### config.mk
export PLATFORM = sky130hd
export DESIGN_NAME = comparador_serial
export DESIGN_NICKNAME = d
export VERILOG_FILES = /design/src/rtl/comparador_serial.sv
export SDC_FILE = /design/constraint.sdc
export NUM_CORES = 1
export LEC_CHECK = 0
export CAP_MARGIN = 20
export CORE_MARGIN = 2
export CORE_UTILIZATION = 58
export CTS_BUF_LIST = sky130_fd_sc_hd__clkbuf_4
export DETAILED_ROUTE_END_ITERATION = 6
export PLACE_DENSITY = 0.87
export SLEW_MARGIN = 20
export SYNTH_ARGS = -nofsm -noshare
export SYNTH_HDL_FRONTEND = slang
export SYNTH_SLANG_ARGS = --single-unit
### constraint.sdc
create_clock -name clk -period 6.4 [get_ports clk]
set_input_delay 1.28 -clock clk [delete_from_list [all_inputs] [get_ports clk]]
set_output_delay 1.28 -clock clk [all_outputs]
set_load 0.005 [all_outputs]
### src/rtl/comparador_serial.sv
`default_nettype none
// ============================================================================
//  Module      : comparador_serial
//  Description : Bit-serial magnitude comparator. One bit pair of the captured
//                operands is resolved per clock, MSB first, with a sticky
//                greater/less propagation rule. Signed (two's complement) or
//                unsigned mode is selected per operation.
//                Handshake: start is accepted only when not busy; busy is high
//                during evaluation; done pulses for one cycle when g/l/e are
//                updated. Results hold until the next done.
//  Parameters  : SIZE - operand width in bits (SIZE >= 1)
//  Ports       : clk   - rising-edge clock
//                rst   - asynchronous reset, active-high
//                start - operation request (ignored while busy)
//                a, b  - operands, captured on the accepting edge
//                sgn   - 1 = signed compare, 0 = unsigned (captured with a/b)
//                busy  - high while evaluating
//                done  - one-cycle pulse, results valid from this cycle
//                g/l/e - A > B / A < B / A == B
//  Options     : COMP_EARLY_EXIT_EN - when defined, evaluation stops on the
//                first differing bit instead of always running SIZE cycles.
//  Revision    : 1.0 - initial release
// ============================================================================
module comparador_serial #(
    parameter int SIZE = 8
) (
    input  logic            clk,
    input  logic            rst,
    input  logic            start,
    input  logic [SIZE-1:0] a,
    input  logic [SIZE-1:0] b,
    input  logic            sgn,
    output logic            busy,
    output logic            done,
    output logic            g,
    output logic            l,
    output logic            e
);

    localparam int c_cnt_w = (SIZE > 1) ? $clog2(SIZE) : 1;
    localparam logic [c_cnt_w-1:0] c_cnt_init = c_cnt_w'(SIZE - 1);

    typedef enum logic [1:0] {
        ST_IDLE = 2'd0,
        ST_RUN  = 2'd1,
        ST_DONE = 2'd2
    } state_t;

    state_t               r_state;
    logic [SIZE-1:0]      r_a;
    logic [SIZE-1:0]      r_b;
    logic                 r_sgn;
    logic                 r_gp;
    logic                 r_lp;
    logic [c_cnt_w-1:0]   r_cnt;
    logic                 r_busy;
    logic                 r_done;
    logic                 r_g;
    logic                 r_l;
    logic                 r_e;

    logic w_msb;
    logic w_abit;
    logic w_bbit;
    logic w_ai;
    logic w_bi;
    logic w_gp_next;
    logic w_lp_next;
    logic w_last;

    assign w_msb  = (r_cnt == c_cnt_init);
    assign w_abit = r_a[r_cnt];
    assign w_bbit = r_b[r_cnt];

    // In signed mode a set sign bit means the smaller value, which is the
    // unsigned rule with the operand bits exchanged.
    assign w_ai = (r_sgn && w_msb) ? w_bbit : w_abit;
    assign w_bi = (r_sgn && w_msb) ? w_abit : w_bbit;

    // Partials are sticky: once one side wins, the other can never be set.
    assign w_gp_next = r_gp | (~r_lp & w_ai & ~w_bi);
    assign w_lp_next = r_lp | (~r_gp & ~w_ai & w_bi);

`ifdef COMP_EARLY_EXIT_EN
    assign w_last = (r_cnt == '0) | w_gp_next | w_lp_next;
`else
    assign w_last = (r_cnt == '0);
`endif

    always_ff @(posedge clk or posedge rst) begin
        if (rst) begin
            r_state <= ST_IDLE;
            r_a     <= '0;
            r_b     <= '0;
            r_sgn   <= 1'b0;
            r_gp    <= 1'b0;
            r_lp    <= 1'b0;
            r_cnt   <= '0;
            r_busy  <= 1'b0;
            r_done  <= 1'b0;
            r_g     <= 1'b0;
            r_l     <= 1'b0;
            r_e     <= 1'b0;
        end else begin
            case (r_state)
                ST_IDLE: begin
                    r_done <= 1'b0;
                    if (start) begin
                        r_a     <= a;
                        r_b     <= b;
                        r_sgn   <= sgn;
                        r_gp    <= 1'b0;
                        r_lp    <= 1'b0;
                        r_cnt   <= c_cnt_init;
                        r_busy  <= 1'b1;
                        r_state <= ST_RUN;
                    end
                end

                ST_RUN: begin
                    r_gp  <= w_gp_next;
                    r_lp  <= w_lp_next;
                    r_cnt <= r_cnt - 1'b1;
                    if (w_last) begin
                        r_g     <= w_gp_next;
                        r_l     <= w_lp_next;
                        r_e     <= ~w_gp_next & ~w_lp_next;
                        r_busy  <= 1'b0;
                        r_done  <= 1'b1;
                        r_state <= ST_DONE;
                    end
                end

                ST_DONE: begin
                    r_done <= 1'b0;
                    if (start) begin
                        r_a     <= a;
                        r_b     <= b;
                        r_sgn   <= sgn;
                        r_gp    <= 1'b0;
                        r_lp    <= 1'b0;
                        r_cnt   <= c_cnt_init;
                        r_busy  <= 1'b1;
                        r_state <= ST_RUN;
                    end else begin
                        r_state <= ST_IDLE;
                    end
                end

                default: begin
                    r_busy  <= 1'b0;
                    r_done  <= 1'b0;
                    r_state <= ST_IDLE;
                end
            endcase
        end
    end

    assign busy = r_busy;
    assign done = r_done;
    assign g    = r_g;
    assign l    = r_l;
    assign e    = r_e;

endmodule
`default_nettype wire

Word-level counts from Yosys, hierarchy flattened. Index checks and enable logic that the tools add are counted.

Register bits after elaboration: 29. Bits in latches: 0. RAM bits: 0. Memory bits (read-only): 0. Bits of input ports: 20. Word-level logic and storage cells: 63. Memories kept: 0.

$add $sub $neg: 1. Multipliers: 0. Div/mod/pow operators: 0. Order comparisons: 1. Eq/ne operators: 6. Shifts and indexed selects: 0. Muxes and demuxes: 20. Bitwise gates (word level): 13. Reduce and logical (&&, ||, !) cells: 10.

Operator list (count): $mux 1 (10); $reduce_and 2->1 (5); $bmux 1 s3 (2); $not 1->1 (6); $pmux 1 s2 (3); $pmux 2 s3 (1); $pmux 3 s2 (1); $and 1x1->1 (5); $lt 3x4->1 const B (1); $mux 2 (2); $ne 2x2->1 const B (2); $eq 3x3->1 const B (1); $logic_not 3->1 (1); $mux 3 (1); $sub 3x1->3 const B (1); $eq 2x1->1 const B (1); $eq 2x2->1 const B (1); $logic_not 2->1 (1); $ne 2x1->1 const B (1); $or 1x1->1 (2); $reduce_bool 2->1 (1); $reduce_or 2->1 (1); $logic_and 1x1->1 (1).

Longest topological paths before layout. Gate-level depths: netlist of run 1.

Depth in word-level cells: 9. Gate-level depth with buffers: 8. Mapped depth without buffers: 7.

Worst setup path after synthesis of run 1. No wires, ideal clock.

Path kind: input to register. From: input port start. To: register r_a[0]. Library setup time: 0.125 ns. Arrival time: 2.122 ns. Required time: 6.275 ns. Slack: 4.153 ns. Cell stages on the path: 3. Buffers on the path: 1. Cells stage by stage: nor2b_1 -> buf_1 -> mux2_2.

Longest elaborated chain between the ends: 1.

RTL lines: start, declared (RTL line 29) `input logic start,`; $reduce_and 2->1 (no line); end signal, assigned (RTL line 93) `r_a <= '0;`; end signal, assigned (RTL line 109) `r_a <= a;`; end signal, assigned (RTL line 137) `r_a <= a;`; end, declared (RTL line 50) `logic [SIZE-1:0] r_a;`.

Every way passes these cells. A chain may end at the register's enable or synchronous reset.

Final worst setup path of run 1.
From: register r_busy, in the netlist busy. To: output port busy.

RTL lines: start, declared (RTL line 56) `logic r_busy;`; start signal, assigned (RTL line 99) `r_busy <= 1'b0;`; start signal, assigned (RTL line 115) `r_busy <= 1'b1;`; start signal, assigned (RTL line 128) `r_busy <= 1'b0;`; end, declared (RTL line 33) `output logic busy,`.

No word-level cell between the ends.

==> metrics.cfg, run 1 <==
[logic_synthesis]
synth_top_area_share_pct=52.3
synth.distinct_cells=27
synth_compound_area_share_pct=6.40
synth-xor-area-share_pct=1.89
seq_area_frac_synth_pct=52.3
synth_area_leaders=dfrtp_1 52%, mux2_2 15%, mux4_1 5.7%
yosysWarnings=0
ys_seq_elements=29
synthAdderAreaFrac_pct=2.71
netlist_area_mm2=0.00139
synth_mux_area_share_pct=27.9
synth_fp_nets=124
synth_top_family_by_area=multiplexers
netlist_instances=101
synthSimpleGateAreaFrac_pct=5.86
synth_top_cell_by_area=dfrtp_1
syn_avg_cell_area_um2=13.7

[timing]
fin_crit_ns=2.49
post-route-period-util_pct=38.9
finClkSkew_ns=0.00506
max_freq_mhz=402
worst_slew_pin_slew_ns=0.584
finalSetupViolations=0
worst_slack_ns=3.91
hold_viol=0
setup_tns_ns=0
slew_viol_final=0
relSlewSlack_pct=61.0
rsz0062_at_grt=false

[clocking]
htree_levels=2
cts_made_buffers=5
cts_sinks=29
clock_latency_ns=0.32
cts_tree=done
cts_root_buf=clkbuf_4
cts_setup_buffers=0
clockBufferDepth=2
ctsHoldBuffers=0
clkTransAtPathRegs_ns=0.08
cts-resized-gates=0

[grt]
grt_pass1_wl_mm=4.15
grt_max_degree=30
grt_use_total_pct=21.7
grt_remaining_overflow=0
grt_use_met2_pct=35.2
met1_usage_pct=25.4
gr-usage-met3_pct=9.60
grt_pass1_vias=927
busiest_layer=met2
grt_antenna_before_repair=0

[layout]
layout_common_cells=29 x dfrtp_1, 24 x clkdlybuf4s50_1, 19 x mux2_2
layout.nets=152
final_area_mm2=0.00170
layout-drive-gt1-share_pct=26.2
antenna_cells=0
area_growth_pct=22.7
final_common_cell=dfrtp_1

[critical_path]
cp.arrival_ns=1.21
crit_chain=clkdlybuf4s50_1
cp.required_ns=5.12
critPathBufInv=1
worst-path-stages=1
start_kind=flip-flop
worst-setup-path-type=flip-flop to primary output
crit_path_max_incr_delay_ns=0.51
crit_fanout=3
reg2reg_from=r_cnt[0]
end_kind=primary output
cpLargestDelayFamily=buffers and inverters
crit_path_top_delay_cell=clkdlybuf4s50_1
rr_worst_depth=5
startpoint=busy

[die]
core.rowCount=17
initial_utilization_pct=62.1
die_w_um=52.9
io_pins=25
core_mm2=0.00223
dieArea_mm2=0.00280
die_h_um=52.9

[min_path]
worstHoldStart=r_gp
min_path_cells=1
hold_class=flip-flop to flip-flop

[detailed_routing]
drc=0
drt-total-wl_mm=2.32
drtIter0Drc=6
vias=848
ant_nets=0
wl_per_cell_um=14.7
first_pass_iters=4
viasPerCell=5.37

[power]
power_density_mw_per_mm2=482
peakVddDrop_uv=319
p_leak_nw=0.738
finalPower_uw=820

[place]
gp_congestion=0.711
hpwl_mm=1.73
placed_area_mm2=0.00165
pre_cts_ws_ns=3.65
numPortBuffers=24

[run_status]
status=finished, final reports clean

[job]
maxCapViolCount=0

-- logic make-up after synthesis --
| family | count (synthesis) |
|---|---|
| muxes | 28 |
| and+or+nand+nor | 17 |
| buffers and inverters | 9 |
| adders and majority gates | 3 |
| DFF | 29 |
| AOI/OAI and AO/OA | 12 |
| xor gates and xnor gates | 3 |
-- cells in the mapped netlist --
cell / count
o41ai_2: 1
o2bb2ai_1: 1
mux2_1: 3
inv_1: 5
buf_6: 1
a21oi_1: 5
nand2_1: 5
nor3_1: 4
mux2_2: 19
a31oi_1: 1
xnor2_1: 2
mux4_1: 3
and2b_2: 1
a41oi_1: 1
nor2_1: 4
ha_1: 3
buf_1: 2
o21a_1: 1
clkbuf_1: 1
xor2_1: 1
mux2_4: 1
nor2b_1: 3
dfrtp_1: 29
o22a_1: 1
mux4_2: 1
mux2i_4: 1
a21o_1: 1
-- layer usage --
metal	wire length, µm	vias up
met2	1140	21
met4	40	0
li1	-	420
met5	0	-
met1	1020	401
met3	116	6
-- where the power goes --
part / switching [mW] / internal (mW)
Clock: 0.0608 / 0.0460
Combinational: 0.143 / 0.226
Sequential: 0.0714 / 0.272
-- worst register-to-register path: stages, from the launching register on --
cell and delay (ns):
dfrtp_1 0.62, mux2_1 0.40, mux4_1 0.50, mux2_2 0.32, xnor2_1 0.14, o41ai_2 0.28
-- registers in the layout, summed over array words and instances, names as in the netlist --
register	flops
r_state	2
e	1
l	1
r_gp	1
r_b	8
r_cnt	3
g	1
done	1
r_a	8
r_lp	1
busy	1
r_sgn	1
-- worst paths after layout --
check,to,slack [ns]
min in group asynchronous,r_b[1],1.33
hold reg to reg,e,0.49
max in group asynchronous,r_b[4],4.68
hold / removal,e,0.49
setup / recovery,busy,3.91
setup reg to reg,e,4.03
-- area by class of cell --
| cell class | instances | area, µm² |
|---|---|---|
| multi-input combinational | 63 | 621 |
| timing repair buffer | 25 | 248 |
| sequential | 29 | 726 |
| tap | 28 | 35.0 |
| fill | 150 | 531 |
| clock buffer | 6 | 45.0 |
| clock inverter | 2 | 10.0 |
| inverter | 5 | 18.8 |
-- per-stage QoR --
step | utilization [%] | instances | hold slack, ns
2_1_floorplan | - | 101 | 0.449
3_3_place_gp | 73.8 | 150 | 0.458
3_5_place_dp | 73.8 | 150 | 0.480
4_1_cts | 76.2 | 158 | 0.488
5_1_grt | 76.2 | 158 | 0.509
6_report | 76.2 | 158 | 0.491
(Power assumes the default switching activity.)
==> run 2, diff against run 1 <==
--- a/config.mk
+++ b/config.mk
@@ -7,10 +7,10 @@
 export LEC_CHECK = 0
 export CAP_MARGIN = 20
 export CORE_MARGIN = 2
-export CORE_UTILIZATION = 58
+export CORE_UTILIZATION = 54
 export CTS_BUF_LIST = sky130_fd_sc_hd__clkbuf_4
 export DETAILED_ROUTE_END_ITERATION = 6
-export PLACE_DENSITY = 0.87
+export PLACE_DENSITY = 0.82
 export SLEW_MARGIN = 20
 export SYNTH_ARGS = -nofsm -noshare
 export SYNTH_HDL_FRONTEND = slang
==> constraint.sdc (replaced) <==
create_clock -name clk -period 2.4 [get_ports clk]
set_input_delay 0.48 -clock clk [delete_from_list [all_inputs] [get_ports clk]]
set_output_delay 0.48 -clock clk [all_outputs]
set_load 0.005 [all_outputs]
==> metrics.cfg, run 2 (synthesis gave the netlist of run 1 again) <==
[run_status]
status=finished, final reports clean

[power]
power_density_mw_per_mm2=1280  ; +170%
p_leak_nw=0.742  ; +0.66%
peakVddDrop_uv=809  ; +150%

[detailed_routing]
first_pass_iters=4  ; unchanged
ant_nets=0  ; unchanged
drc=0  ; unchanged
wl_per_cell_um=15.3  ; +4.3%
viasPerCell=5.47  ; +1.9%
drt-total-wl_mm=2.48  ; +6.9%
vias=886  ; +4.5%
drtIter0Drc=13  ; +7

[timing]
finClkSkew_ns=0.00582  ; +0.000760 ns
worst_slew_pin_slew_ns=0.360  ; -0.225 ns
worst_slack_ns=0.168  ; -3.74 ns
setup_tns_ns=0  ; unchanged
hold_viol=0  ; unchanged
relSlewSlack_pct=76.0  ; +15 points
rsz0062_at_grt=false
slew_viol_final=0  ; unchanged
post-route-period-util_pct=93.0
max_freq_mhz=448
fin_crit_ns=2.23
finalSetupViolations=0  ; unchanged

[critical_path]
rr_worst_depth=5  ; unchanged
start_kind=flip-flop
end_kind=flip-flop
worst-setup-path-type=flip-flop to flip-flop
crit_fanout=10  ; +7
cp.required_ns=2.63  ; -2.49 ns
r2r_slack_ns=0.17  ; -3.86 ns
startpoint=r_cnt[0]
reg2reg_from=r_cnt[0]
rr_endpoint=e
cp.arrival_ns=2.46  ; +1.25 ns

[clocking]
htree_levels=2  ; unchanged
clkTransAtPathRegs_ns=0.09  ; about the same
cts_setup_buffers=0  ; unchanged
cts_tree=done
cts_made_buffers=5  ; unchanged
cts_sinks=29  ; unchanged
clockBufferDepth=2  ; unchanged
ctsHoldBuffers=0  ; unchanged
clock_latency_ns=0.32  ; about the same
cts-resized-gates=0  ; unchanged
cts_root_buf=clkbuf_4

[place]
gp_congestion=0.800  ; +12%
pre_cts_ws_ns=0.0489  ; -3.60 ns
hpwl_mm=1.81  ; +4.6%
numPortBuffers=24  ; unchanged

[min_path]
worstHoldStart=r_gp
min_to=e
hold_class=flip-flop to flip-flop
min_path_cells=1  ; unchanged

[grt]
grt_pass1_vias=857  ; -7.6%
grt_remaining_overflow=0  ; unchanged
grt_max_degree=30  ; unchanged
grt_pass1_wl_mm=3.92  ; -5.5%
grt_use_total_pct=20.1  ; -1.6 points
grt_antenna_before_repair=0  ; unchanged

[layout]
layout.nets=154  ; +1.3%
layout-drive-gt1-share_pct=25.8  ; -0.40 points
area_growth_pct=23.7
antenna_cells=0  ; unchanged
layout_common_cells=28 x dfrtp_1, 24 x clkdlybuf4s50_1, 19 x mux2_2
top_regs=r_a: 8 flops, r_b: 8 flops, r_cnt: 3 flops
final_common_cell=dfrtp_1

[die]
io_pins=25  ; unchanged
die_w_um=54.7  ; +3.4%
dieArea_mm2=0.00299  ; +6.8%
core.rowCount=18  ; +1
core_mm2=0.00245  ; +9.9%
die_h_um=54.7  ; +3.4%
initial_utilization_pct=56.5  ; -5.6 points

[job]
maxCapViolCount=0  ; unchanged

-- run 2: cell count changes in the layout (fill, tap and decap cells not counted), sizes merged --
cell,previous run,this run
clkbuf,6,5
buf,1,3
clkinv,2,3
-- run 2: worst max path at each step --
stage | endpoint | slack [ns] | cells after the start
2_1_floorplan | e | 0.32 | 6
3_3_place_gp | e | 0.16 | 5
3_5_place_dp | e | 0.05 | 5
4_1_cts | e | 0.04 | 5
5_1_grt | e | 0.10 | 5
6_report | e | 0.17 | 5
-- run 2: power breakdown --
part | total, mW | leakage, nW | switching (mW) | internal (mW)
combinational | 0.993 | 0.369 | 0.385 | 0.608
sequential | 0.929 | 0.343 | 0.200 | 0.729
clock | 0.269 | 0.0300 | 0.163 | 0.106
total | 2.19 | 0.742 | 0.748 | 1.44
-- run 2: stage by stage --
stage	util, %	cell area [µm²]	cells	hold slack [ns]	power [mW]
2_1_floorplan	-	1390	101	0.449	1.66
3_3_place_gp	67.8	1670	154	0.459	1.87
3_5_place_dp	67.8	1670	154	0.474	1.93
4_1_cts	69.9	1720	162	0.489	2.21
5_1_grt	69.9	1720	162	0.513	2.33
6_report	69.9	1720	162	0.490	2.19
-- run 2: worst max-delay path, stage by stage, from the launching register on --
cell	delay, ns
dfrtp_2	0.52
mux2_1	0.37
mux4_1	0.50
mux2_2	0.33
xnor2_1	0.14
o41ai_2	0.27
-- run 2: per-layer routing --
metal	up-vias	GRT usage [%]	share of wire [%]
li1	419	-	-
met1	436	24.2	46
met2	24	31.3	47
met3	7	8.20	4.6
met4	0	8.75	2.2
met5	-	0	0
-- run 2: layout make-up --
cell class	instances	area [µm²]
fillers	179	738
flip-flops and latches	29	727
multi-input cells	63	621
repair buffers	27	263
clock buffers	5	37.5
well taps	30	37.5
inverters	5	18.8
clock inverters	3	12.5
